[src/rtl/tinyqv_bus_pkg.sv]
// Shared encodings and helpers for the tinyQV peripheral data bus.
// Size codes follow the CPU's active-low size fields; 11 means no transfer.
package tinyqv_bus_pkg;

  typedef enum logic [1:0] {
    SZ_BYTE = 2'b00,
    SZ_HALF = 2'b01,
    SZ_WORD = 2'b10,
    SZ_NONE = 2'b11
  } size_e;

  typedef enum logic [1:0] {
    IDLE   = 2'b00,
    ACTIVE = 2'b01,
    RESP   = 2'b10,
    ERR    = 2'b11
  } bus_state_e;

  // Zero-extends read data to the requested size; a write (SZ_NONE read) returns 0.
  function automatic logic [31:0] size_mask(input logic [31:0] data, input logic [1:0] size_n);
    case (size_n)
      SZ_BYTE: return {24'h0, data[7:0]};
      SZ_HALF: return {16'h0, data[15:0]};
      SZ_WORD: return data;
      default: return 32'h0;
    endcase
  endfunction

endpackage

[src/rtl/tinyqv_bus_timeout.sv]
// Watchdog counter for a peripheral access: counts enabled cycles and flags the
// final permitted cycle. A TIMEOUT_CYCLES of 0 removes the watchdog entirely.
module tinyqv_bus_timeout #(
  parameter int unsigned TIMEOUT_CYCLES = 255
) (
  input  logic clk,
  input  logic rstn,
  input  logic clear_i,
  input  logic en_i,
  output logic term_o
);

  if (TIMEOUT_CYCLES == 0) begin : g_off
    assign term_o = 1'b0;
  end else begin : g_on
    localparam int unsigned CNT_W = (TIMEOUT_CYCLES > 1) ? $clog2(TIMEOUT_CYCLES) : 1;

    logic [CNT_W-1:0] cnt_q;

    // NOTE: sequential state uses non-blocking assignments so every register samples pre-edge values.
    always_ff @(posedge clk) begin
      if (!rstn || clear_i) begin
        cnt_q <= '0;
      end else if (en_i) begin
        cnt_q <= cnt_q + CNT_W'(1);
      end
    end

    assign term_o = en_i && (cnt_q == CNT_W'(TIMEOUT_CYCLES - 1));
  end

endmodule

[src/rtl/tinyqv_periph_bus.sv]
// Peripheral-side data bus for tinyQV: decodes a CPU data access to one channel,
// waits for that channel's ready under a watchdog, and returns data or a bus error.
module tinyqv_periph_bus
  import tinyqv_bus_pkg::*;
#(
  parameter int unsigned NUM_PERIPH     = 4,
  parameter int unsigned SEL_LSB        = 6,
  parameter int unsigned TIMEOUT_CYCLES = 255,
  parameter logic [31:0] ERR_DATA       = 32'hFFFF_FFFF
) (
  input  logic                     clk,
  input  logic                     rstn,
  input  logic [27:0]              data_addr,
  input  logic [1:0]               data_write_n,
  input  logic [1:0]               data_read_n,
  input  logic                     data_read_complete,
  input  logic [31:0]              data_out,
  output logic                     data_ready,
  output logic [31:0]              data_in,
  output logic [NUM_PERIPH-1:0]    periph_sel,
  output logic [27:0]              periph_addr,
  output logic [1:0]               periph_write_n,
  output logic [1:0]               periph_read_n,
  output logic [31:0]              periph_data_out,
  output logic [NUM_PERIPH-1:0]    periph_read_complete,
  input  logic [NUM_PERIPH-1:0]    periph_ready,
  input  logic [32*NUM_PERIPH-1:0] periph_data_in,
  input  logic                     err_clear,
  output logic                     err_valid,
  output logic                     err_timeout,
  output logic [27:0]              err_addr
);

  localparam int unsigned SEL_W = (NUM_PERIPH > 1) ? $clog2(NUM_PERIPH) : 1;
  localparam logic [NUM_PERIPH-1:0] CH_ONE = NUM_PERIPH'(1);

  bus_state_e            state_q;
  logic [SEL_W-1:0]      ch_q, last_ch_q;
  logic [27:0]           addr_q, err_addr_q;
  logic [31:0]           wdata_q, data_in_q;
  logic [1:0]            write_n_q, read_n_q, periph_write_n_q, periph_read_n_q;
  logic [NUM_PERIPH-1:0] periph_sel_q, periph_rc_q;
  logic                  data_ready_q, holdoff_q, to_cause_q, last_valid_q;
  logic                  err_valid_q, err_timeout_q;

  logic             req, accept, mapped_d, ch_ready, to_term;
  logic [SEL_W-1:0] ch_d;
  logic [1:0]       read_n_d;
  logic [31:0]      ch_rdata;

  assign req      = (data_write_n != SZ_NONE) || (data_read_n != SZ_NONE);
  assign accept   = (state_q == IDLE) && req && !holdoff_q && !data_ready_q;
  assign ch_d     = data_addr[SEL_LSB +: SEL_W];
  assign mapped_d = 32'(ch_d) < NUM_PERIPH;
  // A simultaneous read request is dropped when a write is present.
  assign read_n_d = (data_write_n != SZ_NONE) ? SZ_NONE : data_read_n;

  // NOTE: defaults first so no path leaves ch_ready/ch_rdata unassigned (no latch).
  always_comb begin
    ch_ready = 1'b0;
    ch_rdata = '0;
    for (int k = 0; k < NUM_PERIPH; k++) begin
      if (ch_q == SEL_W'(k)) begin
        ch_ready = periph_ready[k];
        ch_rdata = periph_data_in[32*k +: 32];
      end
    end
  end

  tinyqv_bus_timeout #(
    .TIMEOUT_CYCLES(TIMEOUT_CYCLES)
  ) u_timeout (
    .clk    (clk),
    .rstn   (rstn),
    .clear_i(state_q != ACTIVE),
    .en_i   (state_q == ACTIVE),
    .term_o (to_term)
  );

  always_ff @(posedge clk) begin
    // NOTE: reset is synchronous; latched datapath is cleared too so outputs are deterministic after reset.
    if (!rstn) begin
      state_q          <= IDLE;
      ch_q             <= '0;
      last_ch_q        <= '0;
      last_valid_q     <= 1'b0;
      addr_q           <= '0;
      wdata_q          <= '0;
      write_n_q        <= SZ_NONE;
      read_n_q         <= SZ_NONE;
      periph_sel_q     <= '0;
      periph_write_n_q <= SZ_NONE;
      periph_read_n_q  <= SZ_NONE;
      periph_rc_q      <= '0;
      data_ready_q     <= 1'b0;
      data_in_q        <= '0;
      holdoff_q        <= 1'b0;
      to_cause_q       <= 1'b0;
      err_valid_q      <= 1'b0;
      err_timeout_q    <= 1'b0;
      err_addr_q       <= '0;
    end else begin
      data_ready_q <= 1'b0;
      holdoff_q    <= data_ready_q;
      periph_rc_q  <= (data_read_complete && last_valid_q) ? (CH_ONE << last_ch_q) : '0;
      if (err_clear) begin
        err_valid_q   <= 1'b0;
        err_timeout_q <= 1'b0;
        err_addr_q    <= '0;
      end

      case (state_q)
        IDLE: if (accept) begin
          addr_q     <= data_addr;
          wdata_q    <= data_out;
          ch_q       <= ch_d;
          write_n_q  <= data_write_n;
          read_n_q   <= read_n_d;
          to_cause_q <= 1'b0;
          if (mapped_d) begin
            state_q          <= ACTIVE;
            periph_sel_q     <= CH_ONE << ch_d;
            periph_write_n_q <= data_write_n;
            periph_read_n_q  <= read_n_d;
          end else begin
            state_q <= ERR;
          end
        end
        ACTIVE: if (ch_ready || to_term) begin
          periph_sel_q     <= '0;
          periph_write_n_q <= SZ_NONE;
          periph_read_n_q  <= SZ_NONE;
          if (ch_ready) begin
            state_q      <= RESP;
            data_ready_q <= 1'b1;
            data_in_q    <= size_mask(ch_rdata, read_n_q);
            if (read_n_q != SZ_NONE) begin
              last_ch_q    <= ch_q;
              last_valid_q <= 1'b1;
            end
          end else begin
            state_q    <= ERR;
            to_cause_q <= 1'b1;
          end
        end
        RESP: state_q <= IDLE;
        ERR: begin
          state_q      <= IDLE;
          data_ready_q <= 1'b1;
          data_in_q    <= (read_n_q != SZ_NONE) ? ERR_DATA : 32'h0;
          // The first error is kept; a clear in this same cycle lets the new one in.
          if (!err_valid_q || err_clear) begin
            err_valid_q   <= 1'b1;
            err_timeout_q <= to_cause_q;
            err_addr_q    <= addr_q;
          end
        end
        default: state_q <= IDLE;
      endcase
    end
  end

  assign data_ready           = data_ready_q;
  assign data_in              = data_in_q;
  assign periph_sel           = periph_sel_q;
  assign periph_addr          = addr_q;
  assign periph_write_n       = periph_write_n_q;
  assign periph_read_n        = periph_read_n_q;
  assign periph_data_out      = wdata_q;
  assign periph_read_complete = periph_rc_q;
  assign err_valid            = err_valid_q;
  assign err_timeout          = err_timeout_q;
  assign err_addr             = err_addr_q;

endmodule

[config.mk]
export PLATFORM = sky130hd
export DESIGN_NAME = tinyqv_periph_bus
export DESIGN_NICKNAME = d
export VERILOG_FILES = /design/src/rtl/tinyqv_bus_pkg.sv /design/src/rtl/tinyqv_bus_timeout.sv /design/src/rtl/tinyqv_periph_bus.sv
export SDC_FILE = /design/constraint.sdc
export NUM_CORES = 1
export LEC_CHECK = 0
export ABC_AREA = 1
export CAP_MARGIN = 10
export CORE_ASPECT_RATIO = 1.2
export CORE_UTILIZATION = 35
export DETAILED_ROUTE_END_ITERATION = 7
export HOLD_SLACK_MARGIN = 0.12
export PLACE_DENSITY_LB_ADDON = 0.3
export SLEW_MARGIN = 20
export SYNTH_ARGS = -nofsm -noshare
export SYNTH_HDL_FRONTEND = slang
export SYNTH_SLANG_ARGS = --single-unit
[constraint.sdc]
create_clock -name clk -period 1.7 [get_ports clk]
set_input_delay 0.425 -clock clk [delete_from_list [all_inputs] [get_ports clk]]
set_output_delay 0.425 -clock clk [all_outputs]
set_load 0.03 [all_outputs]
# == After elaboration in Yosys (flattened, before gate mapping) ==
# Index checks and enable logic that the tools add are counted.
# Widths: inputs -> output; s select.
# totals
regBits,154
input_bits,200
out_inout_bits,135
word_cells,107
# classes
addsub,1
eq_ne,17
shifts,2
mux,42
n_reduce_logical,26
# op_table
cell,n
$mux 32,7
$pmux 32 s3,1
$mux 28,3
$pmux 32 s2,1
$mux 1,16
$ne 2x2->1 const B,7
$mux 2,6
$eq 2x2->1 const B,5
$add 8x1->8 const B,1
$eq 8x8->1 const B,1
$mux 4,2
$pmux 2 s2,2
$pmux 4 s2,1
$reduce_and 4->1,2
$shl 1x2->4 const A,2
$eq 2x1->1 const B,3
$logic_not 2->1,3
$pmux 2 s3,1
$reduce_and 2->1,3
$reduce_and 3->1,2
$logic_and 1x1->1,5
$logic_not 1->1,4
$logic_or 1x1->1,4
$pmux 1 s2,2
3 further kinds,4

# == Depth between registers and ports, before layout ==
# Gate-level depths: netlist of the first run.
# logic_depth
ltp_word,9
ltp_mapped,10

# == By module ==
# A second synthesis of the first run with hierarchy kept.
# unflattened
hier_cells,887
area_unflattened_um2,6495.0
# modules_own_cells
module,instances,cells_each,area_each_um2
tinyqv_periph_bus,1,831,6103.4
tinyqv_bus_timeout,1,56,391.6

# == Least setup slack after synthesis of the first run ==
# OpenSTA, ideal clock, no wires.
# synth_path
path_type,register to register
start,reg periph_addr[7] (netlist name)
end,"reg data_in_q[16], in the netlist data_in[16]"
setup_ns,0.120
t_arrival_ns,1.556
t_required_ns,1.580
path_slack_ns,0.024
path_stages_with_launch,10
path_buffers,2
period_less_slack_ns,1.676
cell_sequence,dfxtp_1 -> buf_4 -> inv_2 -> nor2_1 -> inv_1 -> buf_4 -> o22ai_1 -> o21ai_1 -> nand2_1 -> a21oi_1
# synth_rtl
element,line_no,rtl
end signal: assignment,tinyqv_periph_bus.sv:136,"data_in_q <= size_mask(ch_rdata, read_n_q);"
end signal: assignment,tinyqv_periph_bus.sv:150,data_in_q <= (read_n_q != SZ_NONE) ? ERR_DATA : 32'h0;
end: declaration,tinyqv_periph_bus.sv:40,"logic [31:0] wdata_q, data_in_q;"

# == Worst setup path in the final report of the first run ==
# layout_path
start,"reg data_in_q[0], in the netlist data_in[0]"
end,out data_in[0]
# layout_rtl
element,line_no,rtl
end: declaration,tinyqv_periph_bus.sv:19,"output logic [31:0] data_in,"
# No word-level cell between the ends.

==> results of run 1 <==
-- final timing paths --
path                                                        endpoint                   startpoint  cells after the start
worst max register to register              data_in[19]$_SDFFE_PN0P_  periph_addr[7]$_SDFFE_PN0P_                      9
worst min register to register    periph_read_complete[2]$_SDFF_PN0_    last_ch_q[0]$_SDFFE_PN0P_                      1
worst max-delay path                                      data_in[0]      data_in[0]$_SDFFE_PN0P_                      1
worst min-delay path            u_timeout.g_on.cnt_q[5]$_SDFFE_PP0N_                         rstn                      5
-- per-stage QoR --
step           total power (uW)  hold WS [ns]  utilization, %  cell area, um2  worst slack (ns)
2_1_floorplan             10700         0.414               -            6440            0.0241
4_1_cts                   18100         0.376            60.2           10700           0.00166
5_1_grt                   19100         0.396            60.3           10700           0.00565
3_5_place_dp              14900         0.425            57.6           10200            -0.204
6_report                  18000         0.391            60.3           10700            0.0444
3_3_place_gp              14800         0.426            57.6           10200            -0.192
-- state kept, by name, indices dropped and copies added (netlist names), 2 cells and up --
| name | flops |
|---|---|
| periph_read_n | 2 |
| u_timeout.g_on.cnt_q | 8 |
| periph_data_out | 32 |
| read_n_q | 2 |
| data_in | 32 |
| periph_write_n | 2 |
| last_ch_q | 2 |
| state_q | 2 |
| periph_read_complete | 4 |
| periph_sel | 4 |
| err_addr | 28 |
| periph_addr | 27 |
-- worst reg2reg max path, stage by stage (launching register included) --
cell     delay (ns)
dfxtp_4        0.37
nor2_1         0.24
nand2_1        0.11
nand3_2        0.13
nand3_2        0.09
nand2_2        0.10
inv_2          0.06
nor2_4         0.10
buf_12         0.19
a21oi_1        0.10
-- cells in the final DEF (no fill, tap or decap), drive strengths merged --
master / count
bufinv: 3
clkdlybuf4s50: 198
xnor2: 1
nand3: 31
o22ai: 5
clkbuf: 18
nor3: 5
ha: 2
o21ai: 152
o2111ai: 2
or2: 2
dfxtp: 152
a31oi: 1
nand4: 7
inv: 36
buf: 54
clkinv: 8
clkdlybuf4s15: 1
o211ai: 21
xor2: 1
a31o: 1
nor3b: 1
nand2: 109
dlygate4sd2: 131
a21oi: 71
a211oi: 3
nor2: 204
o31ai: 8
-- report_power, final --
group / total [uW] / switching (uW) / internal [uW]
sequential: 5210 / 594 / 4610
combinational: 8910 / 5650 / 3260
clock: 3860 / 1510 / 2360
total: 18000 / 7750 / 10200
-- metal layers --
metal	share of wire (%)	routed length [um]	GRT usage (%)
met4	5.7	1250	16.0
met3	6.4	1420	6.11
met2	49	10900	41.3
met1	39	8500	24.4
met5	0	0	0
-- cells in the mapped netlist (2+ instances only) --
cell type / instances / share of area (%)
inv_2: 6 / 0.35
clkbuf_1: 27 / 1.6
o21ai_0: 147 / 11
clkinv_1: 2 / 0.12
o22ai_1: 5 / 0.49
nand2_1: 103 / 6.0
o2111ai_1: 2 / 0.27
a21oi_1: 70 / 5.4
nor2_1: 199 / 12
a211oi_1: 3 / 0.35
o31ai_1: 8 / 0.93
nand3_2: 4 / 0.62
nor3_1: 4 / 0.31
nand2_2: 6 / 0.58
o211ai_1: 21 / 2.4
dfxtp_1: 152 / 47
buf_4: 8 / 0.93
ha_1: 2 / 0.39
o21ai_1: 5 / 0.39
buf_6: 4 / 0.70
nand4_1: 6 / 0.58
nor2_2: 3 / 0.29
nand3_1: 27 / 2.1
buf_2: 19 / 1.5
inv_1: 25 / 1.5
-- cell families (layout without fill, tap and decap cells) --
| kind of cell | count (synthesis) | in the layout | synth area share (%) |
|---|---|---|---|
| AND/OR/NAND/NOR | 359 | 359 | 23.2 |
| AO/OA/AOI/OAI | 264 | 264 | 22.1 |
| flip-flops | 152 | 152 | 47.3 |
| buffers and inverters | 92 | 449 | 6.71 |
| adder cells (fa/ha/maj) | 2 | 2 | 0.389 |
| XOR/XNOR | 2 | 2 | 0.272 |
-- cell type report --
cell class	instances	area (um2)
clock buffers	18	439
clock inverters	13	166
fillers	1685	7060
inverters	34	130
multi-input cells	627	2980
flip-flops and latches	152	3050
well taps	220	275
repair buffers	384	3670
==> results.md, run 1 <==
* Critical Path Source Type: flop
* Residual DRC at 0
* 1st-iter DRT viols at 328
* Slowest cell on crit path: dfxtp_1
* Max VDD drop at 0.760 mV
* Clock sink count at 152
* TNS Setup at 0 ns
* Hpwl dp at 16800 um
* Post-DRT Antenna Nets at 0
* Seq/Total Area, Yosys at 47.3%
* GR Overflow Total at 0
* Leakage at 0.00479 uW
* H-tree depth at 4
* Die height at 151 um
* Tcrit/Tclk final at 97.4%
* Cell variety after synth at 38
* CP bufs+invs at 1
* CP max FO at 2
* Post-synthesis average cell area at 7.39 um2
* Hold_buf cts at 0
* Via count at 7201
* Final WL at 22100 um
* Fin crit period at 1.66 ns
* Final weighted congestion in routability-driven placement at 0.898
* Worst-margin pin slew at 0.417 ns
* CTS root buf: clkbuf_16
* Setup Buffers After CTS at 0
* Total track usage at 23.3%
* Final setup viols at 0
* Syn. warnings at 0
* Required @ worst endpoint at 1.27 ns
* Max-slew violations at 0
* I/O Pins at 335
* First-pass GRT wire length at 34400 um
* Cell area after synthesis at 0.00644 mm2
* Max_slew headroom at 72.1%
* Achievable frequency at 0.604 GHz
* RSZ-0062 raised after global routing: no
* Most used DFF post-synth: dfxtp_1
* Ys async rst share at 0%
* Worst Path Arrival at 1.23 ns
* CTS tree: done
* Die width at 126 um
* Hold Vio Cnt, Final at 0
* Die footprint at 0.0189 mm2
* Finished Layout Cells at 1448
* Skew-Pair Late Insertion Delay at 0.42 ns
* Largest net degree at the start of global routing at 62
* Share of layout cells above drive strength 1 at 9.36%
* Post-synth EDFFs at 0
* Layout overhead on the synthesized area at 66.3%
* IO Port Bufs at 334
* Final net count at 1418
* Total core area at 0.0178 mm2
* Cell count after placement at 1417
* Drt pass-1 iters at 4
* Post-cts resize count at 136
* CTS Buffer Depth at 2
* # diodes at 0
* Mapped Nets at 1073
* Clk slew on worst S/H paths at 0.06 ns
* Vias in the first global route at 6801
* Total of max-cap violations at 0
* Crit Path Class: flop to output port
* Worst Skew at 0.00802 ns
* Num CTS Buffers at 17
* Family with the most delay on the worst path: flip-flops
* Antenna violations before repair at 0
* Outcome: complete, no violations
* Reg2reg setup slack at 0.11 ns
* CP max stage delay at 0.41 ns
* Starting Density at 36.2%
* Yosys reg bits at 152
* Routed len/inst at 15.2 um
* Hold crit path type: primary input to flop
* Syn Inst Count at 871
* Pwr per Cell Area at 1680 mW/mm2
* CP Capture Type: output port
* CP Cell Sequence: clkdlybuf4s15_1
* Vias per inst at 4.97
* Std cell rows at 53
(Power assumes the default switching activity.)
==> run 2: changes to the inputs <==
- HOLD_SLACK_MARGIN: 0.12 -> 0.05
==> results of run 2 <==
The final DEF is identical to that of run 1; final timing and power are the same.
